$ cat src/rtl/scope_pkg.sv
// Shared types, constants and helpers for the scope acquisition front end.
// Pure declarations: no state, no latency, no flow control.
package scope_pkg;

  localparam int ADC_W       = 12;
  localparam int ROW_W       = 9;
  localparam int SCREEN_ROWS = 300;
  localparam int SCALE_MUL   = 75;
  localparam int SCALE_SHIFT = 10;
  localparam int PROD_W      = 19;

  typedef enum logic [2:0] {
    S_ARMING    = 3'd0,
    S_ARMED     = 3'd1,
    S_CAPTURE   = 3'd2,
    S_WAIT_SWAP = 3'd3,
    S_HOLDOFF   = 3'd4
  } state_t;

  // Lower arming threshold for rising triggers, floored at zero.
  function automatic logic [ADC_W-1:0] arm_low(input logic [ADC_W-1:0] level,
                                               input logic [ADC_W-1:0] hyst);
    return (level > hyst) ? level - hyst : '0;
  endfunction

  // Upper arming threshold for falling triggers, clamped at full scale.
  function automatic logic [ADC_W-1:0] arm_high(input logic [ADC_W-1:0] level,
                                                input logic [ADC_W-1:0] hyst);
    logic [ADC_W:0] sum;
    sum = {1'b0, level} + {1'b0, hyst};
    return sum[ADC_W] ? '1 : sum[ADC_W-1:0];
  endfunction

  // Full-scale ADC maps to the top row (0), zero maps to the bottom row.
  function automatic logic [ROW_W-1:0] adc_to_row(input logic [ADC_W-1:0] adc);
    logic [PROD_W-1:0] prod;
    logic [ROW_W-1:0]  scaled;
    prod   = PROD_W'(adc) * PROD_W'(SCALE_MUL);
    scaled = prod[SCALE_SHIFT +: ROW_W];
    return ROW_W'(SCREEN_ROWS - 1) - scaled;
  endfunction

endpackage

$ cat src/rtl/scope_trigger_capture_scaler.sv
// Registered ADC-to-screen-row conversion; 1-cycle latency from take to row_vld.
// No backpressure: every take produces exactly one row_vld strobe.
module scope_scaler
  import scope_pkg::*;
(
  input  logic             clk,
  input  logic             reset,
  input  logic [ADC_W-1:0] adc,
  input  logic             take,
  output logic [ROW_W-1:0] row,
  output logic             row_vld
);

  always_ff @(posedge clk) begin
    if (reset) begin
      row     <= '0;
      row_vld <= 1'b0;
    end else begin
      row_vld <= take;
      if (take) begin
        row <= adc_to_row(adc);
      end
    end
  end

endmodule

$ cat src/rtl/scope_trigger_capture.sv
// Decimates ADC samples, arms/fires a hysteretic edge trigger (or auto-timeout) and emits one
// frame of FRAME_LEN screen rows, each 1 cycle after its taken sample; the display paces via full.
module scope_trigger_capture
  import scope_pkg::*;
#(
  parameter int                FRAME_LEN    = 640,
  parameter logic [ADC_W-1:0]  HYST         = 12'd32,
  parameter logic [19:0]       AUTO_TIMEOUT = 20'd500000,
  parameter logic [15:0]       HOLDOFF      = 16'd1000
) (
  input  logic             clk,
  input  logic             reset,
  input  logic [ADC_W-1:0] adc_data,
  input  logic             adc_valid,
  input  logic [ADC_W-1:0] trig,
  input  logic             rising,
  input  logic             auto_en,
  input  logic [7:0]       decim,
  input  logic             full,
  output logic [ROW_W-1:0] sample,
  output logic             valid,
  output logic [2:0]       state_o,
  output logic             triggered
);

  localparam int                CCNT_W   = $clog2(FRAME_LEN);
  localparam logic [CCNT_W-1:0] LAST_COL = CCNT_W'(FRAME_LEN - 1);

  state_t            state;
  state_t            state_nxt;
  logic [7:0]        dcnt;
  logic [CCNT_W-1:0] ccnt;
  logic [19:0]       tcnt;
  logic [15:0]       hcnt;

  logic              take;
  logic              emit;
  logic              trig_fire;
  logic              far_side;
  logic              crossed;
  logic              auto_hit;
  logic [ADC_W-1:0]  arm_lo;
  logic [ADC_W-1:0]  arm_hi;

  // Decimator: dcnt above a freshly lowered decim just restarts without taking.
  always_ff @(posedge clk) begin
    if (reset) begin
      dcnt <= '0;
    end else if (adc_valid) begin
      if (dcnt >= decim) begin
        dcnt <= '0;
      end else begin
        dcnt <= dcnt + 8'd1;
      end
    end
  end

  always_comb begin
    take     = adc_valid && (dcnt == decim);
    arm_lo   = arm_low(trig, HYST);
    arm_hi   = arm_high(trig, HYST);
    far_side = rising ? (adc_data < arm_lo) : (adc_data > arm_hi);
    crossed  = rising ? (adc_data >= trig) : (adc_data <= trig);
    auto_hit = auto_en && (tcnt >= AUTO_TIMEOUT - 20'd1);
  end

  always_ff @(posedge clk) begin
    if (reset) begin
      state <= S_ARMING;
    end else begin
      state <= state_nxt;
    end
  end

  always_comb begin
    state_nxt = state;
    emit      = 1'b0;
    trig_fire = 1'b0;
    case (state)
      S_ARMING: begin
        if (take && far_side) begin
          state_nxt = S_ARMED;
        end
      end
      S_ARMED: begin
        // A real crossing wins over a simultaneous timeout, so the pulse still fires.
        if (take && (crossed || auto_hit)) begin
          state_nxt = S_CAPTURE;
          emit      = 1'b1;
          trig_fire = crossed;
        end
      end
      S_CAPTURE: begin
        if (take) begin
          emit = 1'b1;
          if (ccnt == LAST_COL) begin
            state_nxt = S_WAIT_SWAP;
          end
        end
      end
      S_WAIT_SWAP: begin
        // Ignore full while the last point is still on the bus.
        if (full && !valid) begin
          state_nxt = S_HOLDOFF;
        end
      end
      S_HOLDOFF: begin
        if (hcnt == HOLDOFF - 16'd1) begin
          state_nxt = S_ARMING;
        end
      end
      default: begin
        state_nxt = S_ARMING;
      end
    endcase
  end

  // Column counter; the triggering sample is column 0.
  always_ff @(posedge clk) begin
    if (reset) begin
      ccnt <= '0;
    end else if (emit) begin
      ccnt <= (state_nxt == S_WAIT_SWAP) ? '0 : ccnt + 1'b1;
    end else if (state != S_CAPTURE) begin
      ccnt <= '0;
    end
  end

  // Timeout counter restarts every time ARMED is entered and saturates.
  always_ff @(posedge clk) begin
    if (reset) begin
      tcnt <= '0;
    end else if (state != S_ARMED) begin
      tcnt <= '0;
    end else if (take && (tcnt != '1)) begin
      tcnt <= tcnt + 20'd1;
    end
  end

  always_ff @(posedge clk) begin
    if (reset) begin
      hcnt <= '0;
    end else if (state == S_HOLDOFF) begin
      hcnt <= hcnt + 16'd1;
    end else begin
      hcnt <= '0;
    end
  end

  always_ff @(posedge clk) begin
    if (reset) begin
      triggered <= 1'b0;
    end else begin
      triggered <= trig_fire;
    end
  end

  scope_scaler u_scaler (
    .clk     (clk),
    .reset   (reset),
    .adc     (adc_data),
    .take    (emit),
    .row     (sample),
    .row_vld (valid)
  );

  assign state_o = state;

endmodule

$ cat config.mk
export PLATFORM = sky130hd
export DESIGN_NAME = scope_trigger_capture
export DESIGN_NICKNAME = d
export VERILOG_FILES = /design/src/rtl/scope_pkg.sv /design/src/rtl/scope_trigger_capture_scaler.sv /design/src/rtl/scope_trigger_capture.sv
export SDC_FILE = /design/constraint.sdc
export NUM_CORES = 1
export LEC_CHECK = 0
export CORE_MARGIN = 1
export CORE_UTILIZATION = 45
export DETAILED_ROUTE_END_ITERATION = 10
export GPL_TIMING_DRIVEN = 0
export PLACE_DENSITY_LB_ADDON = 0.3
export SYNTH_ARGS = -nofsm -noshare
export SYNTH_HDL_FRONTEND = slang
export SYNTH_SLANG_ARGS = --single-unit
$ cat constraint.sdc
create_clock -name clk -period 8.4 [get_ports clk]
set_input_delay 0.84 -clock clk [delete_from_list [all_inputs] [get_ports clk]]
set_output_delay 0.84 -clock clk [all_outputs]
set_load 0.05 [all_outputs]
# After elaboration in Yosys (flattened, before gate mapping)
# Index checks and enable logic that the tools add are counted.
# op_classes
eq_ne	11
reduce_logical	13
n_bitwise	3
n_addsub	7
mux	18
n_lt_le_gt_ge	7
n_mul	1
# ops
operator	count
$mux W10	3
$mux W12	2
$add A20 B1 Y20 const B	1
$ge A20 B19 Y1 const B	1
$ne A20 B20 Y1 const B	1
$mul A12 B7 Y19 const B	1
$mux W3	6
$add A16 B1 Y16 const B	1
$eq A16 B10 Y1 const B	1
$pmux W3 S5	1
$add A12 B6 Y13 const B	1
$ge A12 B12 Y1	1
$gt A12 B12 Y1	1
$gt A12 B6 Y1 const B	1
$le A12 B12 Y1	1
$lt A12 B12 Y1	1
$sub A12 B6 Y12 const B	1
$add A10 B1 Y10 const B	1
$eq A10 B10 Y1 const B	1
$eq A3 B2 Y1 const B	3
$sub A9 B9 Y9 const A	1
$add A8 B1 Y8 const B	1
$eq A8 B8 Y1	1
$ge A8 B8 Y1	1
15 further kinds	26
# totals
output_inout_bits	14
wordCells	68
regBits	68
in_bits	38

# Longest topological paths before layout
# depth
depth_word	10
depth_mapped	17
depth_no_buf	17

# By module
# From an unflattened synthesis, not the netlist that was laid out.
# hier_totals
hier_cells	710
area_unflattened_um2	6003.3
# modules_own_cells
module	instances	cells_each	seq_area_each_um2	area_each_um2
scope_trigger_capture	1	504	1161.1	4106.4
scope_scaler	1	206	200.2	1896.8

# Worst setup path after synthesis
# Ideal clock, no wire load.
# synth_path
path_type	in2reg
from	input port adc_data[5]
to	register u_scaler.row[7]
cell_stages	16
required_time_ns	8.312
path_buffers	0
arrival_ns	4.675
setup_time_ns	0.088
slack_ns	3.637
cell_sequence	ha_1 -> ha_1 -> fa_1 -> inv_1 -> fa_1 -> inv_1 -> ha_1 -> nor3_4 -> o211ai_2 -> a31oi_4 -> o211ai_2 -> a31oi_2 -> xnor2_1 -> and2_4 -> or4_4 -> a311oi_2
# synth_via
elab_chain_len	6
elab_cells_between_ends	9
cone_classes	add/sub: 1; mul: 1; order compare: 2; mux: 3; reduce/logical: 2
# synth_lines
element	line	rtl
start: declaration	scope_trigger_capture.sv:13	input logic [ADC_W-1:0] adc_data,
parallel branches: the longest is 6 deep, another holds $mul A12 B7 Y19	-	
end signal: assignment	scope_trigger_capture_scaler.sv:21	row <= adc_to_row(adc);
end: declaration	scope_trigger_capture_scaler.sv:10	output logic [ROW_W-1:0] row,
# Several ways; the timed one is not identified.
# A chain may end at the register's enable or synchronous reset.

# Worst setup path after layout
# layout_path
from	input port adc_data[7]
to	register u_scaler.row[7]
# The elaborated chain is that of the path after synthesis.

==> run_results.csv <==
group,metric,value,unit
global_route,grt_usage,20.3,%
yosys,synth-compound-area-share,14.2,%
power_and_ir_drop,clkPwrFrac,32.6,%
power_and_ir_drop,p_per_area,155,mW/mm^2
worst_setup_path,arrival,5680,ps
timing,setup_tns,0,ps
yosys,yosysUniqueCellTypes,61,
die,fp.dieW,116,um
route,firstDrtPassIters,4,
route,viasPerCell,5.46,
yosys,synth_top_family_by_area,"adder cells",
power_and_ir_drop,total_power,1.06,mW
power_and_ir_drop,p_sw,0.351,mW
timing,relSlewSlack,34.2,%
clocking,cts_tree,"done",
power_and_ir_drop,internal_power,0.710,mW
die,coreArea,0.0127,mm^2
yosys,synthArstFlopShare,0,%
clocking,htreeDepth,3,
place,gp_congestion,0.857,
timing,fin_skew,7.13,ps
hold_path,min_path_type,"reg -> reg",
yosys,synth_fa_ha_area_share,25.5,%
timing,tightest_slew,979,ps
layout,fin_nets,908,
yosys,synth_mux_area_share,0.854,%
timing,fmax,0.184,GHz
yosys,yosys.area_share.xor_xnor,7.92,%
clocking,cts_setup_buffers,0,
global_route,grt_pass1_vias,5032,
layout,n_antenna_cell,0,
yosys,avgSynthCellArea,8.38,um^2
route,drc_errors,0,
yosys,synthSimpleGateAreaFrac,21.9,%
place,numPortBuffers,48,
layout,area_growth,16.6,%
global_route,grt_pass1_wl,22200,um
die,dieHeight,116,um
die,rows,41,
clocking,cts-root-buf,"clkbuf_16",
power_and_ir_drop,sequentialPowerShare,30.7,%
yosys,synth.area.top_cells,"dfxtp_1 (23%), ha_1 (21%), xor2_1 (5.1%), nor2_1 (5.0%), inv_1 (4.9%)",
yosys,syn_area,0.00586,mm^2
power_and_ir_drop,ir_drop,0.0000863,V
run,max_cap_violations,0,
worst_setup_path,end_kind,"flop",
yosys,netlist_instances,700,
yosys,yosysTopAreaCell,"dfxtp_1",
die,fp.dieArea,0.0135,mm^2
worst_setup_path,critical_path.startpoint_type,"input port",
route,first_iter_violations,212,
global_route,grt_max_degree,11,
timing,period_needed,5440,ps
clocking,numCtsBuffers,9,
yosys,synth_top_area_share,23.2,%
clocking,clock_latency,330,ps
worst_setup_path,worstSetupPathType,"in -> reg",
timing,setup_viol,0,
yosys,yosys_warnings,0,
yosys,synth_nets,849,
timing,fin_crit_sh,64.7,%
run_status,status,"completed",
route,wl,12800,um
worst_setup_path,cp_max_fo,7,
power_and_ir_drop,p_sw_share,33.1,%
route,antenna_left,0,
route,vias,5104,
yosys,synth_flop_cell,"dfxtp_1",
yosys,synth_edf_count,0,
clocking,ctsResizeCount,0,
timing,finalMaxSlewViolations,0,
place,place_hpwl,10200,um
global_route,antenna_found_initial,0,
clocking,path_clk_slew,50,ps
timing,hold_viol_final,0,
die,ios,52,
yosys,ys_seq_elements,68,
clocking,cts_buffer_depth,2,
yosys,yosysSeqAreaShare,23.2,%
clocking,holdBufCountCts,0,
power_and_ir_drop,p_comb_share,36.7,%
die,initial_core_util,46.3,%
timing,rsz0062_at_grt,"no",
worst_setup_path,required,8650,ps
layout,layout-drive-gt1-share,4.85,%
global_route,overflow,0,
power_and_ir_drop,p_leak,3.00,nW
route,wire_per_inst,13.7,um
clocking,cts_sinks,68,
## worst max-delay path, stage by stage
cell and delay, ps:
clkdlybuf4s50_1 710, ha_1 320, ha_1 300, fa_1 550
inv_1 60, fa_1 500, inv_1 40, ha_1 240
nor3_4 220, o211ai_2 150, a31oi_4 250, o211ai_2 140
a31oi_2 230, xnor2_1 190, and2_4 210, or4_4 500
a311oi_2 230
## per-stage QoR
step	utilization, %	setup WS (ps)	std cells	instance area [um^2]	hold slack, ps
6_report	53.9	2960	935	6840	463
5_1_grt	53.9	2720	935	6840	502
4_1_cts	53.9	2950	935	6830	464
3_5_place_dp	51.8	2620	920	6560	457
3_3_place_gp	51.8	2680	920	6560	433
2_1_floorplan	-	3640	700	5860	418
## routing by layer
layer / share of wire (%) / wire length (um) / global-route usage (%) / vias to the layer above
li1: - / - / - / 2576
met1: 45 / 5780 / 24.7 / 2426
met2: 50 / 6400 / 36.3 / 85
met3: 3.1 / 403 / 3.32 / 17
met4: 1.7 / 221 / 6.75 / 0
met5: 0 / 0 / 0 / -
## kinds of logic (layout without fill, tap and decap cells)
group / Yosys count / after routing
buffers and inverters: 96 / 159
XOR/XNOR: 53 / 53
AND/OR/NAND/NOR: 253 / 253
flip-flops: 68 / 68
AO/OA/AOI/OAI: 114 / 114
multiplexers: 5 / 5
adder cells (fa/ha/maj): 111 / 111
## final timing paths
check / from / end / slack [ps] / cells after the start
max: adc_data[7] / u_scaler.row[7]$_SDFFE_PP0P_ / 2960 / 17
max reg2reg: dcnt[5]$_SDFFE_PP0P_ / ccnt[7]$_SDFFE_PP0P_ / 5320 / 8
min reg2reg: hcnt[0]$_SDFF_PP0_ / hcnt[0]$_SDFF_PP0_ / 460 / 1
min: hcnt[0]$_SDFF_PP0_ / hcnt[0]$_SDFF_PP0_ / 460 / 1
## cells in the final DEF (no fill, tap or decap), drive strengths merged, types with 10 or more instances in the layout
cell type      instances
a21o                  13
a21oi                 22
a311oi                10
a31oi                 16
and3                  18
clkbuf                26
clkdlybuf4s50         48
dfxtp                 68
fa                    14
ha                    97
inv                   78
nand2                 40
nand3                 38
nand4                 13
nor2                  78
nor3                  13
o21ai                 17
xnor2                 19
xor2                  34
## synth_stat cells (5+ instances only)
master,number
ha_1,97
nor2_1,78
inv_1,77
dfxtp_1,68
nand2_1,40
nand3_1,38
xor2_1,34
a21oi_1,21
xnor2_1,19
and3_1,17
o21ai_0,17
a31oi_1,14
fa_1,14
clkbuf_1,13
nand4_1,13
a21o_1,12
nor3_1,11
a311oi_1,9
and4_1,8
nand2b_1,7
a211oi_1,6
nand3b_1,6
nor2b_1,6
o21a_1,6
or3_1,6
and2_1,5
mux2i_1,5
nor4_1,5
## flip-flops by register name, summed over array words and instances, names as in the netlist
| register | flops |
|---|---|
| u_scaler.row | 9 |
| hcnt | 16 |
| tcnt | 20 |
| triggered | 1 |
| dcnt | 8 |
| ccnt | 10 |
| u_scaler.row_vld | 1 |
| state_o | 3 |
## final cells by class
class                   count  area, um^2
repair buffers             48         480
clock buffers              13         260
well taps                 172         215
flip-flops and latches     68        1360
multi-input cells         536        4130
fillers                  1211        5840
inverters                  78         293
clock inverters             2        10.0
plain buffers              18        81.3
## power by group through the flow
stage	logic (mW)	clock network, mW	registers (mW)
detailed placement	0.390	0	0.332
global placement	0.380	0	0.332
global route	0.447	0.368	0.325
finish	0.390	0.346	0.325
floorplan	0.297	0	0.332
CTS	0.394	0.352	0.325
No activity file was read; power rests on OpenSTA's default activity.
